**src/rtl/leaf_pkg.sv**
```systemverilog
// Shared definitions for the leaf stream buffer: default payload width and
// the width helpers every file in the slice derives its bus sizes from.
package leaf_pkg;

    localparam int LEAF_PAYLOAD_BITS = 32;

    // Smallest r with 2**r >= n.
    function automatic int leaf_clog2(input int n);
        int r;
        r = 0;
        for (int i = 0; i < 31; i++) begin
            if ((1 << i) < n) r = i + 1;
        end
        return r;
    endfunction

    // Occupancy must be able to represent DEPTH itself, hence DEPTH+1 states.
    function automatic int leaf_cnt_bits(input int depth);
        return leaf_clog2(depth + 1);
    endfunction

    function automatic int leaf_slice_lsb(input int ch, input int width);
        return ch * width;
    endfunction

endpackage

```
**src/rtl/leaf_stream_buffer_if.sv**
```systemverilog
// Stream bundle between leaf_interface/kernel (master) and the elastic buffer (slave).
interface leaf_stream_buffer_if
    import leaf_pkg::*;
#(
    parameter int PAYLOAD_BITS  = LEAF_PAYLOAD_BITS,
    parameter int NUM_IN_PORTS  = 2,
    parameter int NUM_OUT_PORTS = 2,
    parameter int DEPTH         = 4
);
    localparam int CNT_BITS = leaf_cnt_bits(DEPTH);
    localparam int NUM_CH   = NUM_IN_PORTS + NUM_OUT_PORTS;

    logic [NUM_IN_PORTS*PAYLOAD_BITS-1:0]  dout_leaf_interface2user;
    logic [NUM_IN_PORTS-1:0]               vld_interface2user;
    logic [NUM_IN_PORTS-1:0]               ack_user2interface;
    logic [NUM_IN_PORTS*PAYLOAD_BITS-1:0]  user_in_data;
    logic [NUM_IN_PORTS-1:0]               user_in_vld;
    logic [NUM_IN_PORTS-1:0]               user_in_ack;
    logic [NUM_OUT_PORTS*PAYLOAD_BITS-1:0] user_out_data;
    logic [NUM_OUT_PORTS-1:0]              user_out_vld;
    logic [NUM_OUT_PORTS-1:0]              user_out_ack;
    logic [NUM_OUT_PORTS*PAYLOAD_BITS-1:0] din_leaf_user2interface;
    logic [NUM_OUT_PORTS-1:0]              vld_user2interface;
    logic [NUM_OUT_PORTS-1:0]              ack_interface2user;
    logic [NUM_CH*CNT_BITS-1:0]            occupancy;
    logic [NUM_CH*CNT_BITS-1:0]            high_water;

    modport master (
        output dout_leaf_interface2user, vld_interface2user,
        input  ack_user2interface,
        input  user_in_data, user_in_vld,
        output user_in_ack,
        output user_out_data, user_out_vld,
        input  user_out_ack,
        input  din_leaf_user2interface, vld_user2interface,
        output ack_interface2user,
        input  occupancy, high_water
    );

    modport slave (
        input  dout_leaf_interface2user, vld_interface2user,
        output ack_user2interface,
        output user_in_data, user_in_vld,
        input  user_in_ack,
        input  user_out_data, user_out_vld,
        output user_out_ack,
        output din_leaf_user2interface, vld_user2interface,
        input  ack_interface2user,
        output occupancy, high_water
    );

endinterface

```
**src/rtl/leaf_stream_fifo.sv**
```systemverilog
// One channel FIFO: count-driven full/empty flags, live occupancy and a
// high-water mark, both cleared by async reset or synchronous flush.
module leaf_stream_fifo
    import leaf_pkg::*;
#(
    parameter  int PAYLOAD_BITS = LEAF_PAYLOAD_BITS,
    parameter  int DEPTH        = 4,
    localparam int CNT_BITS     = leaf_cnt_bits(DEPTH),
    localparam int PTR_BITS     = leaf_clog2(DEPTH)
) (
    input  logic                    clk,
    input  logic                    rst_n,
    input  logic                    flush,
    input  logic [PAYLOAD_BITS-1:0] push_data,
    input  logic                    push_vld,
    output logic                    push_ack,
    output logic [PAYLOAD_BITS-1:0] pop_data,
    output logic                    pop_vld,
    input  logic                    pop_ack,
    output logic [CNT_BITS-1:0]     count,
    output logic [CNT_BITS-1:0]     high_water
);

    logic [PAYLOAD_BITS-1:0] mem [DEPTH];
    logic [PTR_BITS-1:0]     wr_ptr_reg;
    logic [PTR_BITS-1:0]     rd_ptr_reg;
    logic [CNT_BITS-1:0]     count_reg;
    logic [CNT_BITS-1:0]     count_next;
    logic [CNT_BITS-1:0]     hwm_reg;
    logic                    full_reg;
    logic                    empty_reg;
    logic                    push_fire;
    logic                    pop_fire;

    // Handshakes only look at registered flags, so vld never feeds ack combinationally.
    assign push_fire = push_vld & ~full_reg;
    assign pop_fire  = pop_ack & ~empty_reg;

    always_comb begin
        count_next = count_reg;
        if (push_fire && !pop_fire) begin
            count_next = count_reg + CNT_BITS'(1);
        end else if (!push_fire && pop_fire) begin
            count_next = count_reg - CNT_BITS'(1);
        end
    end

    // Storage is deliberately left out of reset; the head word is read
    // asynchronously so it is visible the cycle after it was written.
    always_ff @(posedge clk) begin
        if (push_fire && !flush) begin
            mem[wr_ptr_reg] <= push_data;
        end
    end

    always_ff @(posedge clk or negedge rst_n) begin
        if (!rst_n) begin
            wr_ptr_reg <= '0;
            rd_ptr_reg <= '0;
            count_reg  <= '0;
            hwm_reg    <= '0;
            full_reg   <= 1'b0;
            empty_reg  <= 1'b1;
        end else if (flush) begin
            wr_ptr_reg <= '0;
            rd_ptr_reg <= '0;
            count_reg  <= '0;
            hwm_reg    <= '0;
            full_reg   <= 1'b0;
            empty_reg  <= 1'b1;
        end else begin
            if (push_fire) wr_ptr_reg <= wr_ptr_reg + PTR_BITS'(1);
            if (pop_fire)  rd_ptr_reg <= rd_ptr_reg + PTR_BITS'(1);
            count_reg <= count_next;
            full_reg  <= (count_next == CNT_BITS'(DEPTH));
            empty_reg <= (count_next == '0);
            if (count_next > hwm_reg) hwm_reg <= count_next;
        end
    end

    assign push_ack   = ~full_reg;
    assign pop_vld    = ~empty_reg;
    assign pop_data   = mem[rd_ptr_reg];
    assign count      = count_reg;
    assign high_water = hwm_reg;

endmodule

```
**src/rtl/leaf_stream_buffer.sv**
```systemverilog
// Multi-channel elastic buffer between leaf_interface and an HLS kernel:
// one FIFO per stream; this level only slices and packs the channel buses.
module leaf_stream_buffer
    import leaf_pkg::*;
#(
    parameter int PAYLOAD_BITS  = LEAF_PAYLOAD_BITS,
    parameter int NUM_IN_PORTS  = 2,
    parameter int NUM_OUT_PORTS = 2,
    parameter int DEPTH         = 4
) (
    input  logic                 clk_user,
    input  logic                 reset_n,
    input  logic                 flush,
    leaf_stream_buffer_if.slave  bus
);

    localparam int PB       = PAYLOAD_BITS;
    localparam int CNT_BITS = leaf_cnt_bits(DEPTH);

    // Interface->user channels occupy status slots 0..NUM_IN_PORTS-1.
    for (genvar gi = 0; gi < NUM_IN_PORTS; gi++) begin : g_in
        leaf_stream_fifo #(
            .PAYLOAD_BITS (PB),
            .DEPTH        (DEPTH)
        ) u_fifo (
            .clk        (clk_user),
            .rst_n      (reset_n),
            .flush      (flush),
            .push_data  (bus.dout_leaf_interface2user[leaf_slice_lsb(gi, PB) +: PB]),
            .push_vld   (bus.vld_interface2user[gi]),
            .push_ack   (bus.ack_user2interface[gi]),
            .pop_data   (bus.user_in_data[leaf_slice_lsb(gi, PB) +: PB]),
            .pop_vld    (bus.user_in_vld[gi]),
            .pop_ack    (bus.user_in_ack[gi]),
            .count      (bus.occupancy[leaf_slice_lsb(gi, CNT_BITS) +: CNT_BITS]),
            .high_water (bus.high_water[leaf_slice_lsb(gi, CNT_BITS) +: CNT_BITS])
        );
    end

    // User->interface channels follow in the status vectors.
    for (genvar gi = 0; gi < NUM_OUT_PORTS; gi++) begin : g_out
        leaf_stream_fifo #(
            .PAYLOAD_BITS (PB),
            .DEPTH        (DEPTH)
        ) u_fifo (
            .clk        (clk_user),
            .rst_n      (reset_n),
            .flush      (flush),
            .push_data  (bus.user_out_data[leaf_slice_lsb(gi, PB) +: PB]),
            .push_vld   (bus.user_out_vld[gi]),
            .push_ack   (bus.user_out_ack[gi]),
            .pop_data   (bus.din_leaf_user2interface[leaf_slice_lsb(gi, PB) +: PB]),
            .pop_vld    (bus.vld_user2interface[gi]),
            .pop_ack    (bus.ack_interface2user[gi]),
            .count      (bus.occupancy[leaf_slice_lsb(NUM_IN_PORTS + gi, CNT_BITS) +: CNT_BITS]),
            .high_water (bus.high_water[leaf_slice_lsb(NUM_IN_PORTS + gi, CNT_BITS) +: CNT_BITS])
        );
    end

endmodule
```
**src/flat_wrapper.sv**
```systemverilog
// flat-port wrapper written by rule: the top's interface ports become plain ports
module leaf_stream_buffer_flat import leaf_pkg::*;
#(
    parameter int PAYLOAD_BITS  = LEAF_PAYLOAD_BITS,
    parameter int NUM_IN_PORTS  = 2,
    parameter int NUM_OUT_PORTS = 2,
    parameter int DEPTH         = 4
)
  (clk_user, reset_n, flush, bus_dout_leaf_interface2user, bus_vld_interface2user, bus_ack_user2interface, bus_user_in_data, bus_user_in_vld, bus_user_in_ack, bus_user_out_data, bus_user_out_vld, bus_user_out_ack, bus_din_leaf_user2interface, bus_vld_user2interface, bus_ack_interface2user, bus_occupancy, bus_high_water);
  leaf_stream_buffer_if #(.PAYLOAD_BITS(PAYLOAD_BITS), .NUM_IN_PORTS(NUM_IN_PORTS), .NUM_OUT_PORTS(NUM_OUT_PORTS), .DEPTH(DEPTH)) bus_i ();
  input  logic clk_user;
  input  logic reset_n;
  input  logic flush;
  input wire logic [$bits(bus_i.dout_leaf_interface2user)-1:0] bus_dout_leaf_interface2user;
  input wire logic [$bits(bus_i.vld_interface2user)-1:0] bus_vld_interface2user;
  output wire logic [$bits(bus_i.ack_user2interface)-1:0] bus_ack_user2interface;
  output wire logic [$bits(bus_i.user_in_data)-1:0] bus_user_in_data;
  output wire logic [$bits(bus_i.user_in_vld)-1:0] bus_user_in_vld;
  input wire logic [$bits(bus_i.user_in_ack)-1:0] bus_user_in_ack;
  input wire logic [$bits(bus_i.user_out_data)-1:0] bus_user_out_data;
  input wire logic [$bits(bus_i.user_out_vld)-1:0] bus_user_out_vld;
  output wire logic [$bits(bus_i.user_out_ack)-1:0] bus_user_out_ack;
  output wire logic [$bits(bus_i.din_leaf_user2interface)-1:0] bus_din_leaf_user2interface;
  output wire logic [$bits(bus_i.vld_user2interface)-1:0] bus_vld_user2interface;
  input wire logic [$bits(bus_i.ack_interface2user)-1:0] bus_ack_interface2user;
  output wire logic [$bits(bus_i.occupancy)-1:0] bus_occupancy;
  output wire logic [$bits(bus_i.high_water)-1:0] bus_high_water;
  assign bus_i.dout_leaf_interface2user = bus_dout_leaf_interface2user;
  assign bus_i.vld_interface2user = bus_vld_interface2user;
  assign bus_ack_user2interface = bus_i.ack_user2interface;
  assign bus_user_in_data = bus_i.user_in_data;
  assign bus_user_in_vld = bus_i.user_in_vld;
  assign bus_i.user_in_ack = bus_user_in_ack;
  assign bus_i.user_out_data = bus_user_out_data;
  assign bus_i.user_out_vld = bus_user_out_vld;
  assign bus_user_out_ack = bus_i.user_out_ack;
  assign bus_din_leaf_user2interface = bus_i.din_leaf_user2interface;
  assign bus_vld_user2interface = bus_i.vld_user2interface;
  assign bus_i.ack_interface2user = bus_ack_interface2user;
  assign bus_occupancy = bus_i.occupancy;
  assign bus_high_water = bus_i.high_water;
  leaf_stream_buffer #(.PAYLOAD_BITS(PAYLOAD_BITS), .NUM_IN_PORTS(NUM_IN_PORTS), .NUM_OUT_PORTS(NUM_OUT_PORTS), .DEPTH(DEPTH)) u_core (.clk_user(clk_user), .reset_n(reset_n), .flush(flush), .bus(bus_i));
endmodule
```
**config.mk**
```make
export PLATFORM = sky130hd
export DESIGN_NAME = leaf_stream_buffer_flat
export DESIGN_NICKNAME = d
export VERILOG_FILES = /design/src/rtl/leaf_pkg.sv /design/src/rtl/leaf_stream_buffer_if.sv /design/src/rtl/leaf_stream_fifo.sv /design/src/rtl/leaf_stream_buffer.sv /design/src/flat_wrapper.sv
export SDC_FILE = /design/constraint.sdc
export NUM_CORES = 1
export LEC_CHECK = 0
export CAP_MARGIN = 0
export CORE_AREA = 5 5 154 303
export CTS_CLUSTER_DIAMETER = 40
export DETAILED_ROUTE_END_ITERATION = 8
export DIE_AREA = 0 0 159 308
export GPL_TIMING_DRIVEN = 1
export HOLD_SLACK_MARGIN = 0.05
export PLACE_DENSITY = 0.84
export SYNTH_ARGS = -nofsm -noshare
export SYNTH_HDL_FRONTEND = slang
export SYNTH_HIERARCHICAL = 1
export SYNTH_SLANG_ARGS = --single-unit
```
**constraint.sdc**
```tcl
create_clock -name clk_user -period 2.7 [get_ports clk_user]
set_input_delay 0.405 -clock clk_user [delete_from_list [all_inputs] [get_ports clk_user]]
set_output_delay 0.405 -clock clk_user [all_outputs]
set_load 0.02 [all_outputs]
```
==> results.py, run 1 <==
metrics = {
    "route": {
        "viasPerCell": 5.44,
        "drcViolationCount": 0,
        "avgRoutedWirePerCell_microns": 23.0,
        "drt-total-wl_microns": 45200,
        "first_iter_violations": 715,
        "vias": 10700,
        "first_pass_iters": 6,
        "ant_nets": 0,
    },
    "floorplan": {
        "start_util_pct": 49.1,
        "fp.dieArea_sq_um": 49000,
        "die_w_microns": 159,
        "row_count": 109,
        "ios": 299,
        "fp.dieH_microns": 308,
        "core-area_sq_um": 44100,
    },
    "worst_setup_path": {
        "crit_chain": "buf_4, mux4_2, clkdlybuf4s50_1",
        "cp.arrival_ns": 2.21,
        "critPathTopFamily": "buffers and inverters",
        "crit_path_start_kind": "register",
        "worstPathMaxFanout": 4,
        "r2r_slack_ns": 0.18,
        "path_buf_inv": 2,
        "r2r_cells": 11,
        "path_depth": 3,
        "crit_slowest_cell": "clkdlybuf4s50_1",
        "cp-end-kind": "output port",
        "criticalPathCategory": "register to output port",
        "critPathMaxStageDelay_ns": 0.58,
        "required_ns": 2.30,
    },
    "logic_synthesis": {
        "yosysSeqAreaShare_pct": 76.7,
        "synth_edf_count": 512,
        "synth_area_per_cell_sq_um": 21.6,
        "syn_area_sq_um": 21600,
        "synth.distinct_cells": 35,
        "ys_async_sr_fraction_pct": 8.57,
        "yosys_warnings": 6,
        "ys_seq_elements": 560,
        "synthCells": 1000,
        "ys.flop_type": "edfxtp_1",
        "synth_nets": 1175,
    },
    "final_layout": {
        "nFillCells": 2999,
        "top_regs": "u_core/g_in.u_fifo/mem x256, u_core/g_out.u_fifo/mem x256",
        "area_growth_pct": 25.8,
        "final_net_count": 1544,
        "multi_input_comb_area_sq_um": 4680,
        "stdcell_count": 1967,
        "drive_gt1_share_pct": 22.1,
        "ff_latch_area_sq_um": 16600,
    },
    "timing": {
        "fmax_mhz": 382,
        "drv_slew": 0,
        "finalCritPeriodShare_pct": 96.9,
        "relSlewSlack_pct": 54.4,
        "setup_viol": 0,
        "layout_setup_ws_ns": 0.0834,
        "whs_ns": 0.386,
        "setup_tns_ns": 0,
        "hold_viol_final": 0,
        "fin_crit_ns": 2.62,
        "worst_pin_slew_ns": 0.684,
        "finalClockSkew_ns": 0.0133,
        "rsz0062_at_grt": "no",
    },
    "job": {
        "maxCapViolations": 0,
    },
    "placed_design": {
        "dp_cells": 1870,
        "dp_hpwl_microns": 30900,
        "pre_cts_ws_ns": -0.165,
        "place_congestion": 0.775,
        "io_buffers": 298,
    },
    "pwr": {
        "clkPwrFrac_pct": 32.3,
        "p_seq_share_pct": 49.1,
        "leakagePower_nw": 9.29,
        "p_int_mw": 15.3,
        "switchingPower_mw": 5.24,
        "swShare_pct": 25.5,
        "vdd_drop_max_mv": 0.657,
        "combPwrFrac_pct": 18.6,
        "power_density_nw_per_um2": 757,
    },
    "grt": {
        "grt_use_total_pct": 18.3,
        "grt_overflow_total": 0,
        "grt_antenna_before_repair": 6,
        "grt_max_degree": 49,
        "grt_pass1_vias": 11800,
        "grt_pass1_wl_microns": 69300,
    },
    "hold_path": {
        "whs_path_depth": 2,
        "min_path_type": "input port to register",
    },
    "clocking": {
        "path_clk_slew_ns": 0.07,
        "h-tree-depth": 2,
        "cts_tree": "done",
        "clock_sinks": 560,
        "numCtsBuffers": 48,
        "cts-root-buf": "clkbuf_16",
        "clockBufferDepth": 3,
        "insertion_delay_ns": 0.55,
    },
    "run_status": {
        "status": "completed",
    },
}
## cell families (layout without fill, tap and decap cells)
group | Yosys count | count (layout) | share of synthesized area (%)
flops | 560 | 560 | 76.7
mux | 128 | 128 | 13.3
simple gates | 128 | 128 | 3.22
buf+inv | 80 | 487 | 1.69
compound gates | 48 | 48 | 1.78
fa+ha+maj | 36 | 36 | 2.08
xor+xnor | 20 | 20 | 1.16
other cells | 0 | 5 | 0
## per-stage QoR
stage	cell area, sq um	power [mW]	utilization, %
global placement	25700	14.1	58.4
floorplan	21600	12.5	-
detailed placement	25700	14.3	58.4
global route	27200	21.4	61.7
finish	27200	20.6	61.7
CTS	27100	20.8	61.6
## routing by layer
metal  global-route usage [%]  wire, microns  part of all wire [%]
met5                        0              7                 0.015
met4                     7.53           1850                   4.1
met2                     34.1          25100                    55
met3                     3.44           2270                   5.0
met1                     20.6          16000                    35
## path summary, 6_finish.rpt
kind / start / end
min in group asynchronous: reset_n / u_core/g_in[1].u_fifo/count[2]$_DFF_PN0_
min: flush / u_core/g_out[1].u_fifo/count[0]$_DFF_PN0_
max: u_core/g_in[0].u_fifo/rd_ptr_reg[0]$_DFFE_PN0P_ / bus_user_in_data[13]
min reg2reg: u_core/g_in[1].u_fifo/wr_ptr_reg[1]$_DFFE_PN0P_ / u_core/g_in[1].u_fifo/wr_ptr_reg[1]$_DFFE_PN0P_
max reg2reg: u_core/g_out[1].u_fifo/count[0]$_DFF_PN0_ / u_core/g_out[1].u_fifo/high_water[1]$_DFFE_PN0P_
max in group asynchronous: reset_n / u_core/g_out[0].u_fifo/rd_ptr_reg[0]$_DFFE_PN0P_
## layout by cell type, fill, tap and decap left out, types with 5 or more instances in the layout
cell type,n
dfrtp_1,40
inv_1,40
dlymetal6s2s_1,8
nand2b_1,16
nand2_1,20
and2_1,12
mux4_2,128
dlygate4sd2_1,118
clkdlybuf4s50_1,169
buf_4,37
clkbuf_16,49
clkinv_2,9
o21ai_0,8
clkbuf_1,11
edfxtp_1,512
xnor2_1,12
buf_12,19
o22ai_1,8
ha_1,36
nor2_1,44
diode_2,5
## power by group through the flow
stage,logic (mW),clock network (mW),registers [mW]
finish,3.82,6.65,10.1
floorplan,2.15,0,10.3
global placement,3.89,0,10.3
CTS,3.86,6.82,10.1
global route,4.10,7.19,10.1
detailed placement,4.01,0,10.3
## worst reg2reg max path, stage by stage (launching register included)
cell and delay (ns):
dfrtp_1 0.41, inv_1 0.09, ha_1 0.35, o211ai_1 0.10, o31a_1 0.23, inv_1 0.06
ha_1 0.31, nor2b_1 0.14, o21ai_0 0.11, a32oi_2 0.30, nor2_1 0.09, a211oi_1 0.23
## repair_timing
item / 4_1_cts / 5_1_grt
gates cloned: 0 / 0
buffers inserted: 3 / 0
endpoints found under the hold margin: 44 / 0
pin swaps: 0 / 0
resized for setup: 119 / 9
hold buffers: 1 / 0
endpoints found under the setup margin: 112 / 11
## final cells by class
type,count,share of cell area [%]
multi-input combinational,360,17.2
timing repair buffer,355,12.9
sequential,560,61.0
clock inverter,25,0.833
antenna,5,0.0460
clock buffer,63,4.81
tap,555,2.55
inverter,44,0.608
## cell usage after synthesis (12+ instances only)
master / number / area (sq um)
xnor2_1: 12 / 105
inv_1: 40 / 150
ha_1: 36 / 450
edfxtp_1: 512 / 15400
dfrtp_1: 44 / 1100
nor2_1: 44 / 165
nand2_1: 20 / 75.1
buf_2: 16 / 80.1
and2_1: 16 / 100
nand2b_1: 16 / 100
buf_4: 12 / 90.1
mux4_2: 128 / 2880
No activity file was read; power rests on OpenSTA's default activity.
==> run 2: changes to the inputs <==
--- a/config.mk
+++ b/config.mk
@@ -5,14 +5,16 @@
 export SDC_FILE = /design/constraint.sdc
 export NUM_CORES = 1
 export LEC_CHECK = 0
+export ABC_CLOCK_PERIOD_IN_PS = 2700
 export CAP_MARGIN = 0
 export CORE_AREA = 5 5 154 303
 export CTS_CLUSTER_DIAMETER = 40
 export DETAILED_ROUTE_END_ITERATION = 8
 export DIE_AREA = 0 0 159 308
+export DONT_BUFFER_PORTS = 1
 export GPL_TIMING_DRIVEN = 1
 export HOLD_SLACK_MARGIN = 0.05
-export PLACE_DENSITY = 0.84
+export PLACE_DENSITY = 0.75
 export SYNTH_ARGS = -nofsm -noshare
 export SYNTH_HDL_FRONTEND = slang
 export SYNTH_HIERARCHICAL = 1
==> run 2 against run 1 <==
Against the previous run:
- first-iteration DRC count is 18% lower
- via count shrank 7.8%
- non-clock buffer count fell by 191
- fmax rose by 2.6%
- core utilization decreased by 4.2 points
- cell count fell by 10%
- clock power grew 1%
- sequential cell count unchanged
- total power down 3.2%
==> results.py, run 2 (synthesis gave the netlist of run 1 again) <==
metrics = {
    "grt": {
        "grt_overflow_total": 0,
        "grt_pass1_vias": 10700,
        "grt_antenna_before_repair": 1,
        "grt_pass1_wl_microns": 65300,
        "grt_max_degree": 49,
        "grt_use_total_pct": 17.1,
    },
    "timing": {
        "hold_viol_final": 0,
        "setup_tns_ns": 0,
        "layout_setup_ws_ns": 0.149,
        "fmax_mhz": 392,
        "relSlewSlack_pct": 63.2,
        "setup_viol": 0,
        "finalCritPeriodShare_pct": 94.5,
        "fin_crit_ns": 2.55,
        "finalClockSkew_ns": 0.0219,
        "drv_slew": 0,
        "rsz0062_at_grt": "no",
        "worst_pin_slew_ns": 0.550,
        "whs_ns": 0.113,
    },
    "worst_setup_path": {
        "criticalPathCategory": "register to register",
        "crit_chain": "inv_1, ha_1, o211ai_1, o31a_1, inv_1, ha_1, nor2b_2, o21ai_0, a32oi_2, nand2b_1, o22ai_1",
        "crit_slowest_cell": "dfrtp_2",
        "cp.arrival_ns": 3.02,
        "required_ns": 3.17,
        "critPathMaxStageDelay_ns": 0.47,
        "path_buf_inv": 2,
        "critPathTopFamily": "compound AO/OA/AOI/OAI gates",
        "crit_path_start_kind": "register",
        "worstPathMaxFanout": 6,
        "cp-end-kind": "register",
    },
    "final_layout": {
        "drive_gt1_share_pct": 23.3,
        "layout_commonest_cell": "edfxtp_1",
        "final_net_count": 1351,
        "area_growth_pct": 17.2,
        "final_area_sq_um": 25300,
        "ff_latch_area_sq_um": 16600,
        "nFillCells": 3114,
        "stdcell_count": 1767,
        "final_util_pct": 57.5,
        "multi_input_comb_area_sq_um": 4690,
        "top_regs": "u_core/g_in.u_fifo/mem x256, u_core/g_out.u_fifo/mem x256",
        "final_cell_mix": "512 x edfxtp_1, 130 x dlygate4sd3_1, 128 x mux4_2",
    },
    "pwr": {
        "vdd_drop_max_mv": 0.785,
        "p_total_mw": 19.9,
        "power_density_nw_per_um2": 786,
        "leakagePower_nw": 8.30,
    },
    "clocking": {
        "insertion_delay_ns": 0.57,
        "clockBufferDepth": 3,
        "cts-root-buf": "clkbuf_16",
        "clock_sinks": 560,
        "path_clk_slew_ns": 0.07,
        "h-tree-depth": 2,
        "numCtsBuffers": 46,
        "cts_tree": "done",
    },
    "route": {
        "ant_nets": 0,
        "vias": 9862,
        "first_pass_iters": 4,
        "avgRoutedWirePerCell_microns": 24.0,
        "first_iter_violations": 589,
        "viasPerCell": 5.58,
        "drcViolationCount": 0,
        "drt-total-wl_microns": 42400,
    },
    "run_status": {
        "status": "completed",
    },
    "placed_design": {
        "dp_cells": 1551,
        "placed_area_sq_um": 22400,
        "pre_cts_ws_ns": 0.0940,
        "dp_hpwl_microns": 26600,
        "io_buffers": 0,
        "place_congestion": 0.764,
    },
    "floorplan": {
        "fp.dieH_microns": 308,
        "die_w_microns": 159,
        "core-area_sq_um": 44100,
        "ios": 299,
        "row_count": 109,
        "start_util_pct": 49.1,
        "fp.dieArea_sq_um": 49000,
    },
    "hold_path": {
        "min_path_type": "input port to register",
    },
    "job": {
        "maxCapViolations": 0,
    },
}
[run 2: changes by cell type in the layout (fill, tap and decap cells not counted), sizes merged, moves of 8 or more]
cell,change
buf,-25
clkbuf,-8
clkdlybuf4s50,-169
dlygate4sd2,-118
dlygate4sd3,+129
dlymetal6s2s,-8
[run 2: area by class of cell]
type	count	share of cell area, %
tap	555	2.74
multi-input combinational	360	18.5
antenna	1	0.00988
inverter	44	0.652
sequential	560	65.5
clock buffer	55	4.76
timing repair buffer	164	6.47
clock inverter	28	1.38
[run 2: per-layer routing]
| metal | track usage, % | up-vias | wire (microns) |
|---|---|---|---|
| met5 | 0 | - | 0 |
| met4 | 6.37 | 0 | 1470 |
| met3 | 4.23 | 88 | 2710 |
| met2 | 31.4 | 330 | 23500 |
| met1 | 19.1 | 5101 | 14700 |
| li1 | - | 4343 | - |
[run 2: path summary, 6_finish.rpt]
check | end | slack [ns] | cells past startpoint | start
worst max-delay path | u_core/g_in[1].u_fifo/high_water[2]$_DFFE_PN0P_ | 0.15 | 11 | u_core/g_in[1].u_fifo/count[1]$_DFF_PN0_
worst min-delay path | u_core/g_in[1].u_fifo/high_water[2]$_DFFE_PN0P_ | 0.11 | 2 | flush
worst max register to register | u_core/g_in[1].u_fifo/high_water[2]$_DFFE_PN0P_ | 0.15 | 11 | u_core/g_in[1].u_fifo/count[1]$_DFF_PN0_
worst min register to register | u_core/g_out[1].u_fifo/rd_ptr_reg[1]$_DFFE_PN0P_ | 0.54 | 2 | u_core/g_out[1].u_fifo/rd_ptr_reg[1]$_DFFE_PN0P_
max in group asynchronous | u_core/g_in[1].u_fifo/empty_reg$_DFF_PN1_ | 2.01 | 2 | reset_n
min in group asynchronous | u_core/g_out[0].u_fifo/rd_ptr_reg[1]$_DFFE_PN0P_ | 0.37 | 2 | reset_n
[run 2: report_power, final]
| part | switching (mW) | internal (mW) |
|---|---|---|
| clock | 2.92 | 3.81 |
| sequential | 0.295 | 9.88 |
| combinational | 1.79 | 1.20 |
| total | 5.01 | 14.9 |
[run 2: worst register-to-register path, stage by stage (launching register included)]
cell	delay (ns)
dfrtp_2	0.47
inv_1	0.07
ha_1	0.32
o211ai_1	0.12
o31a_1	0.23
inv_1	0.07
ha_1	0.32
nor2b_2	0.13
o21ai_0	0.11
a32oi_2	0.31
nand2b_1	0.13
o22ai_1	0.19
[run 2: what timing repair did]
action	in CTS	in global routing
buffers inserted	0	0
hold buffers	132	0
setup endpoints to repair	0	5
gates resized for setup	0	5
endpoints found under the hold margin	606	0
